**src/rtl/bcd_conv_scheduler.sv**
```systemverilog
// bcd_conv_scheduler
// Shares one serial binary-to-BCD engine among CHANNELS binary counters.
// A channel is pending when its source differs from the snapshot taken at
// its last grant, or when a forced reconversion is outstanding. Pending
// channels are granted round-robin, one conversion at a time. Each result
// is captured into that channel's BCD register. An engine that never
// completes is aborted after a fixed budget and the channel is retried.
module bcd_conv_scheduler #(
  parameter int CHANNELS      = 3,
  parameter int BINARY_BITS   = 16,
  parameter int BCD_DIGITS    = 5,
  parameter int TIMEOUT_SLACK = 8
) (
  input  logic                             clk,
  input  logic                             rst_n,
  input  logic [CHANNELS*BINARY_BITS-1:0]  bin_in,
  input  logic                             force_all,
  output logic [CHANNELS*4*BCD_DIGITS-1:0] bcd_out,
  output logic [CHANNELS-1:0]              bcd_valid,
  output logic                             conv_err,
  output logic                             cv_start,
  output logic [BINARY_BITS-1:0]           cv_bin,
  input  logic                             cv_busy,
  input  logic [4*BCD_DIGITS-1:0]          cv_bcd
);

  localparam int CW        = (CHANNELS > 1) ? $clog2(CHANNELS) : 1;
  localparam int RW        = 4 * BCD_DIGITS;
  localparam int TMO_LIMIT = BINARY_BITS + TIMEOUT_SLACK;
  localparam int TW        = $clog2(TMO_LIMIT + 1);

  localparam logic [1:0] IDLE      = 2'd0;
  localparam logic [1:0] ISSUE     = 2'd1;
  localparam logic [1:0] WAIT_BUSY = 2'd2;
  localparam logic [1:0] CONVERT   = 2'd3;

  logic [1:0]                      state_q, state_d;
  logic [CW-1:0]                   sel_q, sel_d;
  logic [CW-1:0]                   last_grant_q, last_grant_d;
  logic [CHANNELS*BINARY_BITS-1:0] snap_q, snap_d;
  logic [CHANNELS-1:0]             force_pend_q, force_pend_d;
  logic [TW-1:0]                   tmo_q, tmo_d;
  logic [BINARY_BITS-1:0]          cv_bin_q, cv_bin_d;
  logic [CHANNELS*RW-1:0]          bcd_q, bcd_d;
  logic [CHANNELS-1:0]             captured_q, captured_d;
  logic [CHANNELS-1:0]             valid_q, valid_d;
  logic                            err_q, err_d;

  logic [CHANNELS-1:0]             pending;
  logic                            grant_found;
  logic [CW-1:0]                   grant_idx;
  logic                            tmo_hit;
  logic                            start_c;

  // A channel needs service if its source moved since its last grant or a
  // forced reconversion is outstanding.
  always_comb begin
    // NOTE: every signal assigned in always_comb gets a default on entry, so
    // no path leaves it holding its old value (which would infer a latch).
    pending = '0;
    for (int c = 0; c < CHANNELS; c++) begin
      pending[c] = force_pend_q[c] |
                   (bin_in[c*BINARY_BITS +: BINARY_BITS] !=
                    snap_q[c*BINARY_BITS +: BINARY_BITS]);
    end
  end

  // Round-robin pick: first pending channel after the last grant, with wrap.
  always_comb begin
    logic [CW:0] cand;
    cand        = '0;
    grant_found = 1'b0;
    grant_idx   = '0;
    for (int i = 1; i <= CHANNELS; i++) begin
      cand = {1'b0, last_grant_q} + (CW+1)'(i);
      if (cand >= (CW+1)'(CHANNELS)) cand = cand - (CW+1)'(CHANNELS);
      if (!grant_found && pending[cand[CW-1:0]]) begin
        grant_found = 1'b1;
        grant_idx   = cand[CW-1:0];
      end
    end
  end

  // The abort fires on the last budgeted cycle of an active conversion.
  assign tmo_hit = (state_q != IDLE) && (tmo_q == TW'(TMO_LIMIT - 1));

  // Scheduler FSM: grant, start pulse, busy handshake, capture or abort.
  always_comb begin
    state_d      = state_q;
    sel_d        = sel_q;
    last_grant_d = last_grant_q;
    snap_d       = snap_q;
    force_pend_d = force_pend_q;
    tmo_d        = tmo_q;
    cv_bin_d     = cv_bin_q;
    bcd_d        = bcd_q;
    captured_d   = captured_q;
    err_d        = err_q;
    start_c      = 1'b0;

    case (state_q)
      IDLE: begin
        if (grant_found) begin
          cv_bin_d     = bin_in[grant_idx*BINARY_BITS +: BINARY_BITS];
          snap_d[grant_idx*BINARY_BITS +: BINARY_BITS] =
            bin_in[grant_idx*BINARY_BITS +: BINARY_BITS];
          force_pend_d[grant_idx] = 1'b0;
          last_grant_d = grant_idx;
          sel_d        = grant_idx;
          tmo_d        = '0;
          state_d      = ISSUE;
        end
      end
      ISSUE: begin
        tmo_d = tmo_q + 1'b1;
        if (tmo_hit) begin
          err_d               = 1'b1;
          force_pend_d[sel_q] = 1'b1;
          state_d             = IDLE;
        end else if (!cv_busy) begin
          // The start pulse is held back while a previous (possibly hung)
          // conversion still occupies the engine.
          start_c = 1'b1;
          state_d = WAIT_BUSY;
        end
      end
      WAIT_BUSY: begin
        tmo_d = tmo_q + 1'b1;
        if (tmo_hit) begin
          err_d               = 1'b1;
          force_pend_d[sel_q] = 1'b1;
          state_d             = IDLE;
        end else if (cv_busy) begin
          state_d = CONVERT;
        end
      end
      default: begin
        tmo_d = tmo_q + 1'b1;
        if (!cv_busy) begin
          bcd_d[sel_q*RW +: RW] = cv_bcd;
          captured_d[sel_q]     = 1'b1;
          state_d               = IDLE;
        end else if (tmo_hit) begin
          err_d               = 1'b1;
          force_pend_d[sel_q] = 1'b1;
          state_d             = IDLE;
        end
      end
    endcase

    // A forced reconversion overrides the clear applied at grant time.
    if (force_all) force_pend_d = '1;
  end

  // A result is valid once captured, not stale, and not being reconverted.
  always_comb begin
    valid_d = '0;
    for (int c = 0; c < CHANNELS; c++) begin
      valid_d[c] = captured_q[c] & ~pending[c] &
                   ~((state_q != IDLE) && (sel_q == CW'(c)));
    end
  end

  // State registers; every channel is scheduled once after reset.
  always_ff @(posedge clk or negedge rst_n) begin
    if (!rst_n) begin
      state_q      <= IDLE;
      sel_q        <= '0;
      last_grant_q <= CW'(CHANNELS - 1);
      snap_q       <= '0;
      force_pend_q <= '1;
      tmo_q        <= '0;
      cv_bin_q     <= '0;
      bcd_q        <= '0;
      captured_q   <= '0;
      valid_q      <= '0;
      err_q        <= 1'b0;
    end else begin
      // NOTE: sequential state uses non-blocking assignment so every
      // register samples the pre-edge values regardless of statement order.
      state_q      <= state_d;
      sel_q        <= sel_d;
      last_grant_q <= last_grant_d;
      snap_q       <= snap_d;
      force_pend_q <= force_pend_d;
      tmo_q        <= tmo_d;
      cv_bin_q     <= cv_bin_d;
      bcd_q        <= bcd_d;
      captured_q   <= captured_d;
      valid_q      <= valid_d;
      err_q        <= err_d;
    end
  end

  assign cv_start  = start_c;
  assign cv_bin    = cv_bin_q;
  assign bcd_out   = bcd_q;
  assign bcd_valid = valid_q;
  assign conv_err  = err_q;

endmodule

```
**config.mk**
```make
export PLATFORM = sky130hd
export DESIGN_NAME = bcd_conv_scheduler
export DESIGN_NICKNAME = d
export VERILOG_FILES = /design/src/rtl/bcd_conv_scheduler.sv
export SDC_FILE = /design/constraint.sdc
export NUM_CORES = 1
export LEC_CHECK = 0
export CAP_MARGIN = 20
export CORE_ASPECT_RATIO = 0.75
export CORE_UTILIZATION = 55
export DETAILED_ROUTE_END_ITERATION = 16
export MAX_ROUTING_LAYER = met4
export PLACE_DENSITY = 0.84
export SETUP_SLACK_MARGIN = 0.02
export SKIP_LAST_GASP = 1
export SYNTH_ARGS = -nofsm -noshare
export SYNTH_HDL_FRONTEND = slang
export SYNTH_SLANG_ARGS = --single-unit
export TNS_END_PERCENT = 10
```
**constraint.sdc**
```tcl
create_clock -name clk -period 6.3 [get_ports clk]
set_input_delay 0.63 -clock clk [delete_from_list [all_inputs] [get_ports clk]]
set_output_delay 0.63 -clock clk [all_outputs]
set_load 0.05 [all_outputs]
```
==> results.cfg, run 1 <==
[outcome]
outcome = finished with violations
failed_checks = DRC

[clocking]
ctsLongestPathBuffers = 2
htree_num_levels = 4
tritoncts_clock_tree = yes
number_of_cts_inserted_buffers = 17
cts.reportedPaths.clkPinSlew_ps = 60
cts_setup_buffers = 0
clk_root_buffer_cell = sky130_fd_sc_hd__clkbuf_16
clock_sinks = 144
cts-hold-fix-buffers = 0
cells_resized_by_post_cts_repair = 0
insertion_delay_ps = 430

[sta]
worst_pin_slew_ps = 889
finalSetupTns_ps = 0
layout_setup_ws_ps = 1850
timing.final.hold_violations = 0
largest_clock_skew_in_the_final_design_ps = 9.38
grt_setup_unrepaired = false
slew_viol_final = 0
maxClockFrequency_ghz = 0.225
final_min_period_over_clock_period_pct = 70.6
final.min_clock_period_ps = 4450
setup_viol = 0
timing.max_slew.rel_slack_pct = 39.2

[layout]
nNetsFinal = 1036
stdcell_count = 1129
final.fill_count = 913
syn2layout_area_growth_pct = 29.0
final_core_util_pct = 74.5
seqCellArea_sq_mm = 0.00361
multiInputGateArea_sq_mm = 0.00373
share_of_post_route_cells_with_drive_strength_above_1_pct = 6.58
antenna_cells = 0

[yosys]
yosysTopAreaCell = sky130_fd_sc_hd__dfrtp_1
number_of_enable_type_register_cells_in_the_synthesized_netlist = 0
ys_seq_elements = 144
synth.lib_cells_used.distinct = 56
synthTopCellsByArea = sky130_fd_sc_hd__dfrtp_1 46%, sky130_fd_sc_hd__o21ai_0 5.8%, sky130_fd_sc_hd__nand2_1 5.4%
synth_top_cell_area_share_pct = 45.6
synth_top_cells_by_count = 140 x sky130_fd_sc_hd__dfrtp_1, 110 x sky130_fd_sc_hd__nand2_1, 89 x sky130_fd_sc_hd__o21ai_0
synthCells = 809
total_standard_cell_area_after_synthesis_sq_mm = 0.00768
synth_warnings = 0
most_instantiated_library_cell_after_synthesis = sky130_fd_sc_hd__dfrtp_1
synthesis.nets = 900
synth_top_flop_cell = sky130_fd_sc_hd__dfrtp_1
proportion_of_synthesized_chip_area_in_sequential_cells_pct = 47.0
async_reset_ff_share_pct = 100
synthesis.area_per_instance_sq_um = 9.49

[floorplan]
die_w_um = 138
floorplan.core_area_sq_mm = 0.0133
chipHeight_um = 104
placementRows = 36
io-pin-count = 153
start_util_pct = 57.8
design.die.area_sq_mm = 0.0144

[critical_path]
worst_r2r_path_depth = 11
startpoint_of_the_worst_slack_reg_to_reg_timing_path = snap_q[37]$_DFFE_PN0P_
critical_path.startpoint_type = input port
critPathCaptureType = flip-flop
crit-reg2reg-capture = snap_q[33]$_DFFE_PN0P_
timing.critical_path.fanout_max = 25
arrival_ps = 4770
cp.required_ps = 6620
crit_type = input port to flip-flop
crit_start = bin_in[26]
critical_path.endpoint = snap_q[33]$_DFFE_PN0P_
rrSetupSlack_ps = 2110

[drt]
ant_nets = 0
route.detailed.vias_per_inst = 6.28
dr_total_vias = 7091
first_iter_violations = 936
detail_route.wirelength_mm = 22.7
detailedRoute.firstPassIterationCount = 12
drc = 10
wire_per_inst_um = 20.1

[global_route]
grt.busiest_layer = met1
grt_pass1_wl_mm = 35.5
grt_total_ovfl = 0
grt_max_degree = 77
first_global_vias = 6448
antenna_found_initial = 0
grt.met3_usage_pct = 10.1
grt.met1_usage_pct = 49.8
globalRouteTotalUtil_pct = 33.1
grt_use_met2_pct = 42.6

[placed_design]
post-place-ws_ps = 1580
routabilityCongestion = 0.965
dp.cells = 1093
detailed_place_hpwl_mm = 16.0
io_buffers = 152

[power]
switchingPower_uw = 2640
seq_power_share_pct = 27.2
power.share.switching_pct = 48.2
power-per-cell-area_mw_per_mm2 = 552
cellInternalPower_uw = 2830
power.clock.fraction_pct = 18.0
worst_ir_drop_vdd_v = 0.000413
power_leakage_uw = 0.00429
share_comb_of_total_power_pct = 54.8

[job]
cap_violations = 0

[worst_hold_path]
worstHoldPathType = input port to asynchronous set/reset pin
## routing by layer
layer / part of all wire, % / wire length [um] / up-vias
li1: - / - / 3189
met5: 0 / 0 / -
met4: 1.2 / 272 / 0
met3: 12 / 2760 / 36
met1: 46 / 10400 / 3423
met2: 41 / 9280 / 443
## sequential cells by signal, summed over array words and instances (netlist names)
signal / flops
snap_q: 48
tmo_q: 5
conv_err: 1
cv_bin: 16
bcd_valid: 3
bcd_out: 60
captured_q: 3
state_q: 2
last_grant_q: 1
sel_q: 2
force_pend_q: 3
## power groups by stage
stage	sequential, uW	clock [uW]	combinational (uW)
final	1490	988	3000
after global routing	1520	1030	3170
after CTS	1480	994	2910
after detailed placement	1480	0	2890
after global placement	1480	0	2840
after floorplan	2060	0	1400
## per-stage QoR
stage                     area (sq um)  hold slack [ps]  power, uW
after floorplan                   7680              334       3460
after global placement            9280              423       4330
after detailed placement          9280              435       4370
after CTS                         9860              215       5390
after global routing              9910              236       5720
final                             9910              196       5470
## logic make-up (layout without fill, tap and decap cells)
family	after synthesis	count (layout)	share of synthesized area (%)
AOI/OAI and AO/OA	267	267	23.8
and+or+nand+nor	229	229	13.9
DFF	144	144	47.0
buffers and inverters	84	233	4.34
xor gates and xnor gates	51	51	5.82
adders and majority gates	19	19	3.10
muxes	15	15	2.05
## worst min path at each step
stage / cells past startpoint / endpoint / slack (ps) / start
floorplan: 0 / bcd_out[0]$_DFFE_PN0P_ / 330 / rst_n
global placement: 2 / captured_q[0]$_DFFE_PN0P_ / 420 / captured_q[0]$_DFFE_PN0P_
detailed placement: 2 / captured_q[2]$_DFFE_PN0P_ / 440 / captured_q[2]$_DFFE_PN0P_
CTS: 1 / cv_bin[12]$_DFFE_PN0P_ / 210 / rst_n
global route: 1 / cv_bin[12]$_DFFE_PN0P_ / 240 / rst_n
finish: 1 / cv_bin[12]$_DFFE_PN0P_ / 200 / rst_n
## cell type report
cell class	count	share of cell area, %
clock inverters	15	1.49
repair buffers	165	16.6
clock buffers	17	4.29
flip-flops and latches	144	36.4
multi-input cells	581	37.7
well taps	171	2.16
inverters	36	1.36
## cell usage in the layout (no fill, tap or decap), types with 3 or more instances in the layout
| cell type | netlist | layout |
|---|---|---|
| sky130_fd_sc_hd__clkbuf_16 | 0 | 17 |
| sky130_fd_sc_hd__nor3b_1 | 5 | 5 |
| sky130_fd_sc_hd__nand3_1 | 12 | 12 |
| sky130_fd_sc_hd__o32ai_1 | 4 | 4 |
| sky130_fd_sc_hd__clkdlybuf4s50_1 | 0 | 151 |
| sky130_fd_sc_hd__inv_6 | 0 | 7 |
| sky130_fd_sc_hd__o21ai_1 | 12 | 12 |
| sky130_fd_sc_hd__or3_1 | 3 | 3 |
| sky130_fd_sc_hd__xnor2_1 | 13 | 13 |
| sky130_fd_sc_hd__nand4_1 | 7 | 7 |
| sky130_fd_sc_hd__o31ai_1 | 6 | 6 |
| sky130_fd_sc_hd__buf_4 | 1 | 10 |
| sky130_fd_sc_hd__a221o_1 | 3 | 3 |
| sky130_fd_sc_hd__a31oi_1 | 5 | 5 |
| sky130_fd_sc_hd__xor2_1 | 38 | 38 |
| sky130_fd_sc_hd__o221a_2 | 3 | 3 |
| sky130_fd_sc_hd__inv_1 | 35 | 35 |
| sky130_fd_sc_hd__dfrtp_1 | 140 | 140 |
| sky130_fd_sc_hd__nor2b_1 | 4 | 4 |
| sky130_fd_sc_hd__ha_1 | 19 | 19 |
| sky130_fd_sc_hd__nor2_1 | 42 | 42 |
| sky130_fd_sc_hd__o21ai_0 | 89 | 89 |
| sky130_fd_sc_hd__and2_1 | 17 | 17 |
| sky130_fd_sc_hd__o2bb2ai_1 | 32 | 32 |
| sky130_fd_sc_hd__a211o_1 | 4 | 4 |
| sky130_fd_sc_hd__nand2_1 | 110 | 110 |
| sky130_fd_sc_hd__mux2i_1 | 9 | 9 |
| sky130_fd_sc_hd__nor4_1 | 7 | 7 |
| sky130_fd_sc_hd__a2111oi_0 | 3 | 3 |
| sky130_fd_sc_hd__o22ai_1 | 6 | 6 |
| sky130_fd_sc_hd__o32a_1 | 17 | 17 |
| sky130_fd_sc_hd__dfstp_2 | 4 | 4 |
| sky130_fd_sc_hd__a21oi_1 | 32 | 32 |
| sky130_fd_sc_hd__nor3_1 | 5 | 5 |
| sky130_fd_sc_hd__a22o_1 | 37 | 37 |
| sky130_fd_sc_hd__mux2_2 | 6 | 6 |
| sky130_fd_sc_hd__a22oi_1 | 6 | 6 |
## critical path: stages
cell and delay [ps]:
sky130_fd_sc_hd__clkdlybuf4s50_1 470, sky130_fd_sc_hd__xor2_1 170, sky130_fd_sc_hd__nor4_1 390, sky130_fd_sc_hd__nand4_1 350, sky130_fd_sc_hd__o21ai_2 280, sky130_fd_sc_hd__nand2_1 80
sky130_fd_sc_hd__o32a_1 550, sky130_fd_sc_hd__buf_4 300, sky130_fd_sc_hd__ha_1 370, sky130_fd_sc_hd__nor2_1 130, sky130_fd_sc_hd__nand4_1 640, sky130_fd_sc_hd__o2bb2ai_1 400
Note: power is estimated with default switching activity, not from simulation.
==> run 2: changes to the inputs <==
--- a/config.mk
+++ b/config.mk
@@ -7,10 +7,10 @@
 export LEC_CHECK = 0
 export CAP_MARGIN = 20
 export CORE_ASPECT_RATIO = 0.75
-export CORE_UTILIZATION = 55
+export CORE_UTILIZATION = 52
 export DETAILED_ROUTE_END_ITERATION = 16
 export MAX_ROUTING_LAYER = met4
-export PLACE_DENSITY = 0.84
+export PLACE_DENSITY = 0.8
 export SETUP_SLACK_MARGIN = 0.02
 export SKIP_LAST_GASP = 1
 export SYNTH_ARGS = -nofsm -noshare
==> constraint.sdc (replaced) <==
create_clock -name clk -period 4.6 [get_ports clk]
set_input_delay 0.46 -clock clk [delete_from_list [all_inputs] [get_ports clk]]
set_output_delay 0.46 -clock clk [all_outputs]
set_load 0.05 [all_outputs]
==> run 2 against run 1 <==
Effect of this change:
- the flow now finishes without violations
- register-to-register slack lost 1200 ps
- core utilization shrank 5.4 points
- count of clock-buffer cells in the layout is the same
- via count shrank 1.3%
- wire length grew 2.2%
- clock skew shrank 1.2 ps
- global-route usage shrank 0.65 points
- critical path depth is the same
- non-clock buffer count grew 3
- worst hold slack lost 180 ps
- cell count grew 2.9%
- sequential power grew 37%
- critical path type unchanged
- critical endpoint is now snap_q[24]$_DFFE_PN0P_
==> results.cfg, run 2 (synthesized netlist as in run 1, its figures left out) <==
[clocking]
clk_root_buffer_cell = sky130_fd_sc_hd__clkbuf_16
tritoncts_clock_tree = yes
ctsLongestPathBuffers = 2
clock_sinks = 144
cts_setup_buffers = 0
cts.reportedPaths.clkPinSlew_ps = 70
insertion_delay_ps = 420
htree_num_levels = 4
cts-hold-fix-buffers = 0
cells_resized_by_post_cts_repair = 0
number_of_cts_inserted_buffers = 17

[power]
share_comb_of_total_power_pct = 54.3
worst_ir_drop_vdd_v = 0.000435
power_leakage_uw = 0.00431
switchingPower_uw = 3620
cellInternalPower_uw = 3960
power-per-cell-area_mw_per_mm2 = 759
total_power_uw = 7580
power.share.switching_pct = 47.7
seq_power_share_pct = 27.0
power.clock.fraction_pct = 18.7

[critical_path]
critPathCaptureType = flip-flop
crit_start = bin_in[26]
timing.critical_path.fanout_max = 36
crit_type = input port to flip-flop
timing.critical_path.cells = clkdlybuf4s50_1 > xor2_1 > nor4_1 > nand4_1 > o21ai_2 > nand2_1 > o32a_1 > buf_4 > ha_1 > nor4_4 > buf_4 > a22o_1
startpoint_of_the_worst_slack_reg_to_reg_timing_path = snap_q[26]$_DFFE_PN0P_
critPathMostFrequentCell = sky130_fd_sc_hd__buf_4
cp.required_ps = 4960
critical_path.startpoint_type = input port
slowest_stage = sky130_fd_sc_hd__nor4_4
arrival_ps = 4170
timing.critical_path.slowest_cell_delay_ps = 530

[layout]
share_of_post_route_cells_with_drive_strength_above_1_pct = 6.97
layout.cells.most_common_list = 151 x sky130_fd_sc_hd__clkdlybuf4s50_1, 140 x sky130_fd_sc_hd__dfrtp_1, 110 x sky130_fd_sc_hd__nand2_1
nNetsFinal = 1039
layout.cells.most_common = sky130_fd_sc_hd__clkdlybuf4s50_1
syn2layout_area_growth_pct = 30.2
largest_register_ffs = 60
stdcell_count = 1162
multiInputGateArea_sq_mm = 0.00373
final.fill_count = 1139
seqCellArea_sq_mm = 0.00361

[drt]
first_iter_violations = 772
detailedRoute.firstPassIterationCount = 8
drc = 0
ant_nets = 0
wire_per_inst_um = 20.0
route.detailed.vias_per_inst = 6.03
detail_route.wirelength_mm = 23.2
dr_total_vias = 7002

[global_route]
grt_total_ovfl = 0
grt_pass1_wl_mm = 36.3
antenna_found_initial = 1
globalRouteTotalUtil_pct = 32.4
first_global_vias = 6527
grt_max_degree = 69

[floorplan]
chipHeight_um = 107
io-pin-count = 153
placementRows = 38
design.die.area_sq_mm = 0.0153
start_util_pct = 53.1
floorplan.core_area_sq_mm = 0.0145
die_w_um = 142

[sta]
timing.final.hold_violations = 0
worst_pin_slew_ps = 844
slew_viol_final = 0
maxClockFrequency_ghz = 0.262
final.min_clock_period_ps = 3820
final_min_period_over_clock_period_pct = 83.0
timing.max_slew.rel_slack_pct = 42.3
layout_setup_ws_ps = 784
grt_setup_unrepaired = false
finalSetupTns_ps = 0
largest_clock_skew_in_the_final_design_ps = 8.23
setup_viol = 0

[job]
cap_violations = 0

[placed_design]
routabilityCongestion = 0.962
detailed_place_hpwl_mm = 16.5
io_buffers = 152
dp.cells = 1128
post-place-ws_ps = 474

[outcome]
outcome = finished, final reports clean

[worst_hold_path]
worstHoldPathType = input port to asynchronous set/reset pin
## run 2: area by class of cell
cell class | instances | share of cell area, %
Antenna cell | 1 | 0.0250
Multi-Input combinational cell | 581 | 37.4
Inverter | 36 | 1.35
Timing Repair Buffer | 168 | 16.6
Clock inverter | 15 | 1.74
Tap cell | 200 | 2.50
Clock buffer | 17 | 4.26
Sequential cell | 144 | 36.1
## run 2: power groups by stage
stage	sequential (uW)	combinational, uW	clock, uW
6_report	2040	4120	1420
5_1_grt	2090	4390	1480
4_1_cts	2030	4010	1430
3_5_place_dp	2040	3980	0
3_3_place_gp	2040	3920	0
2_1_floorplan	2810	1920	0
## run 2: per-layer routing
| layer | vias to the layer above | global-route usage [%] | part of all wire, % |
|---|---|---|---|
| met5 | - | - | 0 |
| met1 | 3422 | 50.3 | 47 |
| li1 | 3180 | - | - |
| met3 | 31 | 6.30 | 10 |
| met4 | 0 | 7.76 | 0.95 |
| met2 | 369 | 42.9 | 42 |
## run 2: path summary, 6_finish.rpt
kind | to | slack, ps | cells after the start
setup / recovery | snap_q[24]$_DFFE_PN0P_ | 780 | 12
min in group clk | captured_q[1]$_DFFE_PN0P_ | 450 | 2
hold reg to reg | captured_q[1]$_DFFE_PN0P_ | 450 | 2
setup reg to reg | snap_q[24]$_DFFE_PN0P_ | 900 | 11
hold / removal | bcd_out[33]$_DFFE_PN0P_ | 20 | 1
max in group asynchronous | force_pend_q[0]$_DFFE_PN1P_ | 3580 | 2
## run 2: worst max-delay path, delay by kind of cell
kind / cells / cell delay [ps]
AO/OA/AOI/OAI: 3 / 870
XOR/XNOR: 1 / 160
adder cells (fa/ha/maj): 1 / 300
buffers and inverters: 3 / 990
AND/OR/NAND/NOR: 4 / 1390
## run 2: per-stage QoR
| stage | cell area (sq um) | hold slack (ps) | util, % |
|---|---|---|---|
| after detailed placement | 9360 | 444 | 64.8 |
| final | 9990 | 17.1 | 69.1 |
| after global placement | 9360 | 432 | 64.8 |
| after floorplan | 7680 | 164 | - |
| after global routing | 9990 | 66.5 | 69.1 |
| after CTS | 9960 | 39.2 | 68.9 |
==> run 3: changes to the inputs <==
==> constraint.sdc (replaced) <==
create_clock -name clk -period 3.89 [get_ports clk]
set_input_delay 0.389 -clock clk [delete_from_list [all_inputs] [get_ports clk]]
set_output_delay 0.389 -clock clk [all_outputs]
set_load 0.05 [all_outputs]
==> run 3 against run 2 <==
Effect of this change:
- wire length fell by 1.7%
- largest power group unchanged
- sequential cell count did not move
- core utilization barely moved
- sequential share of layout area barely moved
- non-clock buffer count rose by 6
==> results.cfg, run 3 (synthesized netlist as in run 1, its figures left out) <==
[clocking]
tritoncts_clock_tree = yes
clk_root_buffer_cell = sky130_fd_sc_hd__clkbuf_16
clock_sinks = 144
cells_resized_by_post_cts_repair = 0
htree_num_levels = 4
cts_setup_buffers = 0
cts-hold-fix-buffers = 0
ctsLongestPathBuffers = 2
insertion_delay_ps = 420
cts.reportedPaths.clkPinSlew_ps = 70
number_of_cts_inserted_buffers = 17

[global_route]
grt_max_degree = 98
grt_pass1_wl_mm = 35.5
first_global_vias = 6407
globalRouteTotalUtil_pct = 31.9
antenna_found_initial = 1
grt_total_ovfl = 0

[drt]
dr_total_vias = 6997
detail_route.wirelength_mm = 22.8
detailedRoute.firstPassIterationCount = 5
drc = 0
first_iter_violations = 797
wire_per_inst_um = 19.6
ant_nets = 0
route.detailed.vias_per_inst = 5.99

[layout]
largest_register_ffs = 60
finish.instance_area_sq_mm = 0.00999
layout.cells.most_common = sky130_fd_sc_hd__clkdlybuf4s50_1
share_of_post_route_cells_with_drive_strength_above_1_pct = 7.45
final.fill_count = 1180
final_core_util_pct = 69.1
stdcell_count = 1168
layout.cells.most_common_list = 151 x sky130_fd_sc_hd__clkdlybuf4s50_1, 140 x sky130_fd_sc_hd__dfrtp_1, 110 x sky130_fd_sc_hd__nand2_1
syn2layout_area_growth_pct = 30.2
nNetsFinal = 1045

[outcome]
outcome = finished, final reports clean

[power]
power-per-cell-area_mw_per_mm2 = 884
power_leakage_uw = 0.00431
worst_ir_drop_vdd_v = 0.000554

[sta]
slew_viol_final = 0
timing.max_slew.rel_slack_pct = 41.3
final.min_clock_period_ps = 3380
setup_viol = 0
grt_setup_unrepaired = false
timing.final.hold_violations = 0
largest_clock_skew_in_the_final_design_ps = 8.28
final_min_period_over_clock_period_pct = 86.9
worst_pin_slew_ps = 881
maxClockFrequency_ghz = 0.296
finalSetupTns_ps = 0

[critical_path]
timing.critical_path.fanout_max = 16
cp.required_ps = 4250
critPathCaptureType = flip-flop
slowest_stage = sky130_fd_sc_hd__clkdlybuf4s50_1
timing.critical_path.slowest_cell_delay_ps = 460
rrSetupSlack_ps = 540
startpoint_of_the_worst_slack_reg_to_reg_timing_path = snap_q[19]$_DFFE_PN0P_
crit_type = input port to flip-flop
timing.critical_path.cells = clkdlybuf4s50_1 > xor2_1 > nor4_1 > nand4_1 > o21ai_2 > a41oi_1 > or2_2 > inv_1 > ha_1 > nor4_4 > buf_4 > a22o_1
crit_start = bin_in[19]
critical_path.startpoint_type = input port
arrival_ps = 3740

[floorplan]
die_w_um = 142
floorplan.core_area_sq_mm = 0.0145
start_util_pct = 53.1
design.die.area_sq_mm = 0.0153
io-pin-count = 153
chipHeight_um = 107
placementRows = 38

[placed_design]
detailed_place_hpwl_mm = 16.5
placed_standard_cell_area_sq_mm = 0.00942
io_buffers = 152
dp.cells = 1135
routabilityCongestion = 0.989

[job]
cap_violations = 0

[worst_hold_path]
worstHoldPathType = input port to asynchronous set/reset pin
[run 3: changes by cell type in the layout (fill, tap and decap cells not counted), sizes merged]
cell,before,now
buf,17,23
inv,44,39
clkbuf,17,19
clkinv,4,6
clkinvlp,1,3
bufinv,2,1
[run 3: area by class of cell]
type                       count  area [sq um]  share of cell area (%)
multi-input combinational    581          3730                    37.4
sequential                   144          3610                    36.1
timing repair buffer         174          1690                    16.9
clock buffer                  19           443                    4.43
tap                          200           250                    2.50
inverter                      36           135                    1.35
clock inverter                13           133                    1.33
antenna                        1          2.50                  0.0250
[run 3: routing by layer]
layer,track usage [%],wire length (um)
met1,49.2,10800
met2,40.9,9350
met3,8.31,2350
met4,7.76,299
met5,-,0
[run 3: report_power, final]
| group | internal, uW | switching (uW) | leakage (uW) |
|---|---|---|---|
| Sequential | 2030 | 364 | 0.00191 |
| Combinational | 1680 | 3160 | 0.00213 |
| Clock | 910 | 685 | 0.000274 |
| Total | 4620 | 4210 | 0.00431 |
[run 3: final timing paths]
check                           cells after the start                        end
worst min register to register                      2  captured_q[0]$_DFFE_PN0P_
min in group clk                                    2  captured_q[0]$_DFFE_PN0P_
worst max register to register                     11     snap_q[23]$_DFFE_PN0P_
max in group asynchronous                           2     bcd_out[4]$_DFFE_PN0P_
worst min-delay path                                1    bcd_out[25]$_DFFE_PN0P_
worst max-delay path                               12     snap_q[23]$_DFFE_PN0P_
[run 3: stage by stage]
stage	power, uW	hold slack (ps)	setup WS [ps]
final	8830	29.3	508
after global routing	9290	106	338
after CTS	8770	85.9	561
after detailed placement	7160	440	127
after global placement	7080	430	283
after floorplan	5600	93.4	249
[run 3: worst max-delay path, delay by kind of cell]
kind,cells,cell delay [ps]
and+or+nand+nor,4,1440
adders and majority gates,1,280
xor gates and xnor gates,1,170
AOI/OAI and AO/OA,3,630
buffers and inverters,3,810
==> variant (settings of run 3) <==
`BCD_DIGITS`: 5 -> 6.
--- a/src/rtl/bcd_conv_scheduler.sv
+++ b/src/rtl/bcd_conv_scheduler.sv
@@ -8,7 +8,7 @@
 module bcd_conv_scheduler #(
   parameter int CHANNELS      = 3,
   parameter int BINARY_BITS   = 16,
-  parameter int BCD_DIGITS    = 5,
+  parameter int BCD_DIGITS    = 6,
   parameter int TIMEOUT_SLACK = 8
 ) (
   input  logic                             clk,
Ports: changed (resized bcd_out and cv_bcd); port bits go from 153 to 169. The function was not compared with the original's and may differ.
==> variant against run 3 <==
- combinational power up 24%
- total power up 15%
- cell area up 4.1%
- first-iteration DRC count down 31%
- sequential share of layout area up 1.5 points
- wire length up 4.1%
- setup slack worse by 250 ps
- worst hold slack better by 65 ps
- sequential cell count up 12
- area after synthesis up 3.1%
- highest routed layer unchanged
==> variant: results (changes against run 3) <==
route:
  drt-total-wl_mm: 23.8  # +4.1%
  initialDrtViolationCount: 552  # -31%
  vias_per_cell: 6.20  # +3.5%
worst_setup_path:
  crit_family: "simple AND/OR/NAND/NOR gates"
  reg2reg_depth: 9  # -2
  critPathSlowestCell: "nor4_1"
  worstPathArrival_ps: 3980  # +240 ps
  slowest_delay_ps: 560  # +100 ps
cts:
  cts-buffers-inserted: 17  # unchanged
  cts_resized: 0  # unchanged
  clockBufferDepth: 2  # unchanged
  clk_latency_ps: 440  # +20 ps
grt:
  grt_start_max_net_pins: 111  # +13%
  grt_antenna_before_repair: 0  # -1
  grt_first_pass_wirelength_mm: 36.9  # +3.9%
  grtUsageTotal: 0.328  # +0.00850
  grt_pass1_vias: 6502  # +1.5%
layout:
  drive_gt1_frac: 0.110  # +0.0359
  final_cells: 1097  # -6.1%
  largest_reg_flops: 72  # +20%
  antennaDiodeCount: 0  # -1
  nNetsFinal: 979  # -6.3%
placement:
  dpl.hpwl_mm: 17.4  # +4.9%
  io_buffers: 168  # +11%
  placed_area_um2: 9840  # +4.5%
  place_ws_ps: -25.1  # -152 ps
  gp_congestion: 0.941  # -4.9%
synth:
  yosysWarningCount: 0  # unchanged
  syn_nets: 813  # -9.7%
  yosys-top-cells-count: "dfrtp_1, a22o_1, nand2_1"
  syn_inst: 718  # -11%
  yosysSeqAreaShare: 0.494  # +0.0239
  ys_top_cells_by_area: "dfrtp_1, a22o_1, xor2_1"
  synth_cell_types: 65  # +16%
status:
  status: "finished, final reports clean"
timing:
  finClkSkew_ps: 11.0  # +2.68 ps
  slew_headroom: 0.329  # -0.0840
power:
  leakage_nw: 4.67  # +8.4%
  irDropWorstVdd_uv: 601  # +8.4%
## variant: changes by cell type in the layout (fill, tap and decap cells not counted), moves of 17 or more
cell,before,now
inv_1,35,14
o32a_1,17,0
a211oi_1,1,18
nor2_1,42,14
nand2_1,110,68
a22o_1,37,73
and2_1,17,0
o21ai_0,89,28
## variant: kinds of logic (layout without fill, tap and decap cells)
group,Yosys count,in the layout,share of synthesized area
AOI/OAI and AO/OA,253,253,0.256
DFF,156,156,0.494
and+or+nand+nor,153,153,0.0980
buffers and inverters,64,243,0.0372
xor gates and xnor gates,50,50,0.0553
muxes,23,23,0.0299
adders and majority gates,19,19,0.0300
## variant: metal layers
metal,track usage,part of all wire
met3,0.0870,0.10
met2,0.443,0.44
met1,0.477,0.45
met4,0.0962,0.012
met5,-,0
## variant: worst reg2reg max path: stages (launching register included)
cell and delay, ps:
dfrtp_1 410, xor2_1 170, nor4_1 560, nand3_1 370, o32ai_1 500, o22ai_2 140, and2_4 220, ha_1 320
nand4_2 510, o2bb2ai_2 360
## variant: area by class of cell
class                   count  area (um2)
clock buffers              17         425
clock inverters            15         146
fillers                  1068        4240
inverters                  15        56.3
multi-input cells         498        3710
flip-flops and latches    156        3910
well taps                 200         250
repair buffers            196        1910
## variant: power breakdown
group / total (mW) / switching, mW / leakage (nW) / internal (mW)
Sequential: 2.55 / 0.376 / 2.08 / 2.18
Clock: 1.61 / 0.755 / 0.276 / 0.850
Combinational: 5.99 / 3.91 / 2.31 / 2.08
## variant: path summary, 6_finish.rpt
kind,from,endpoint,slack (ps)
min in group clk,captured_q[2],captured_q[2],440
min reg2reg,captured_q[2],captured_q[2],440
max reg2reg,snap_q[33],snap_q[14],260
max in group asynchronous,rst_n,bcd_out[26],2850
min,rst_n,cv_bin[13],90
max,snap_q[33],snap_q[14],260
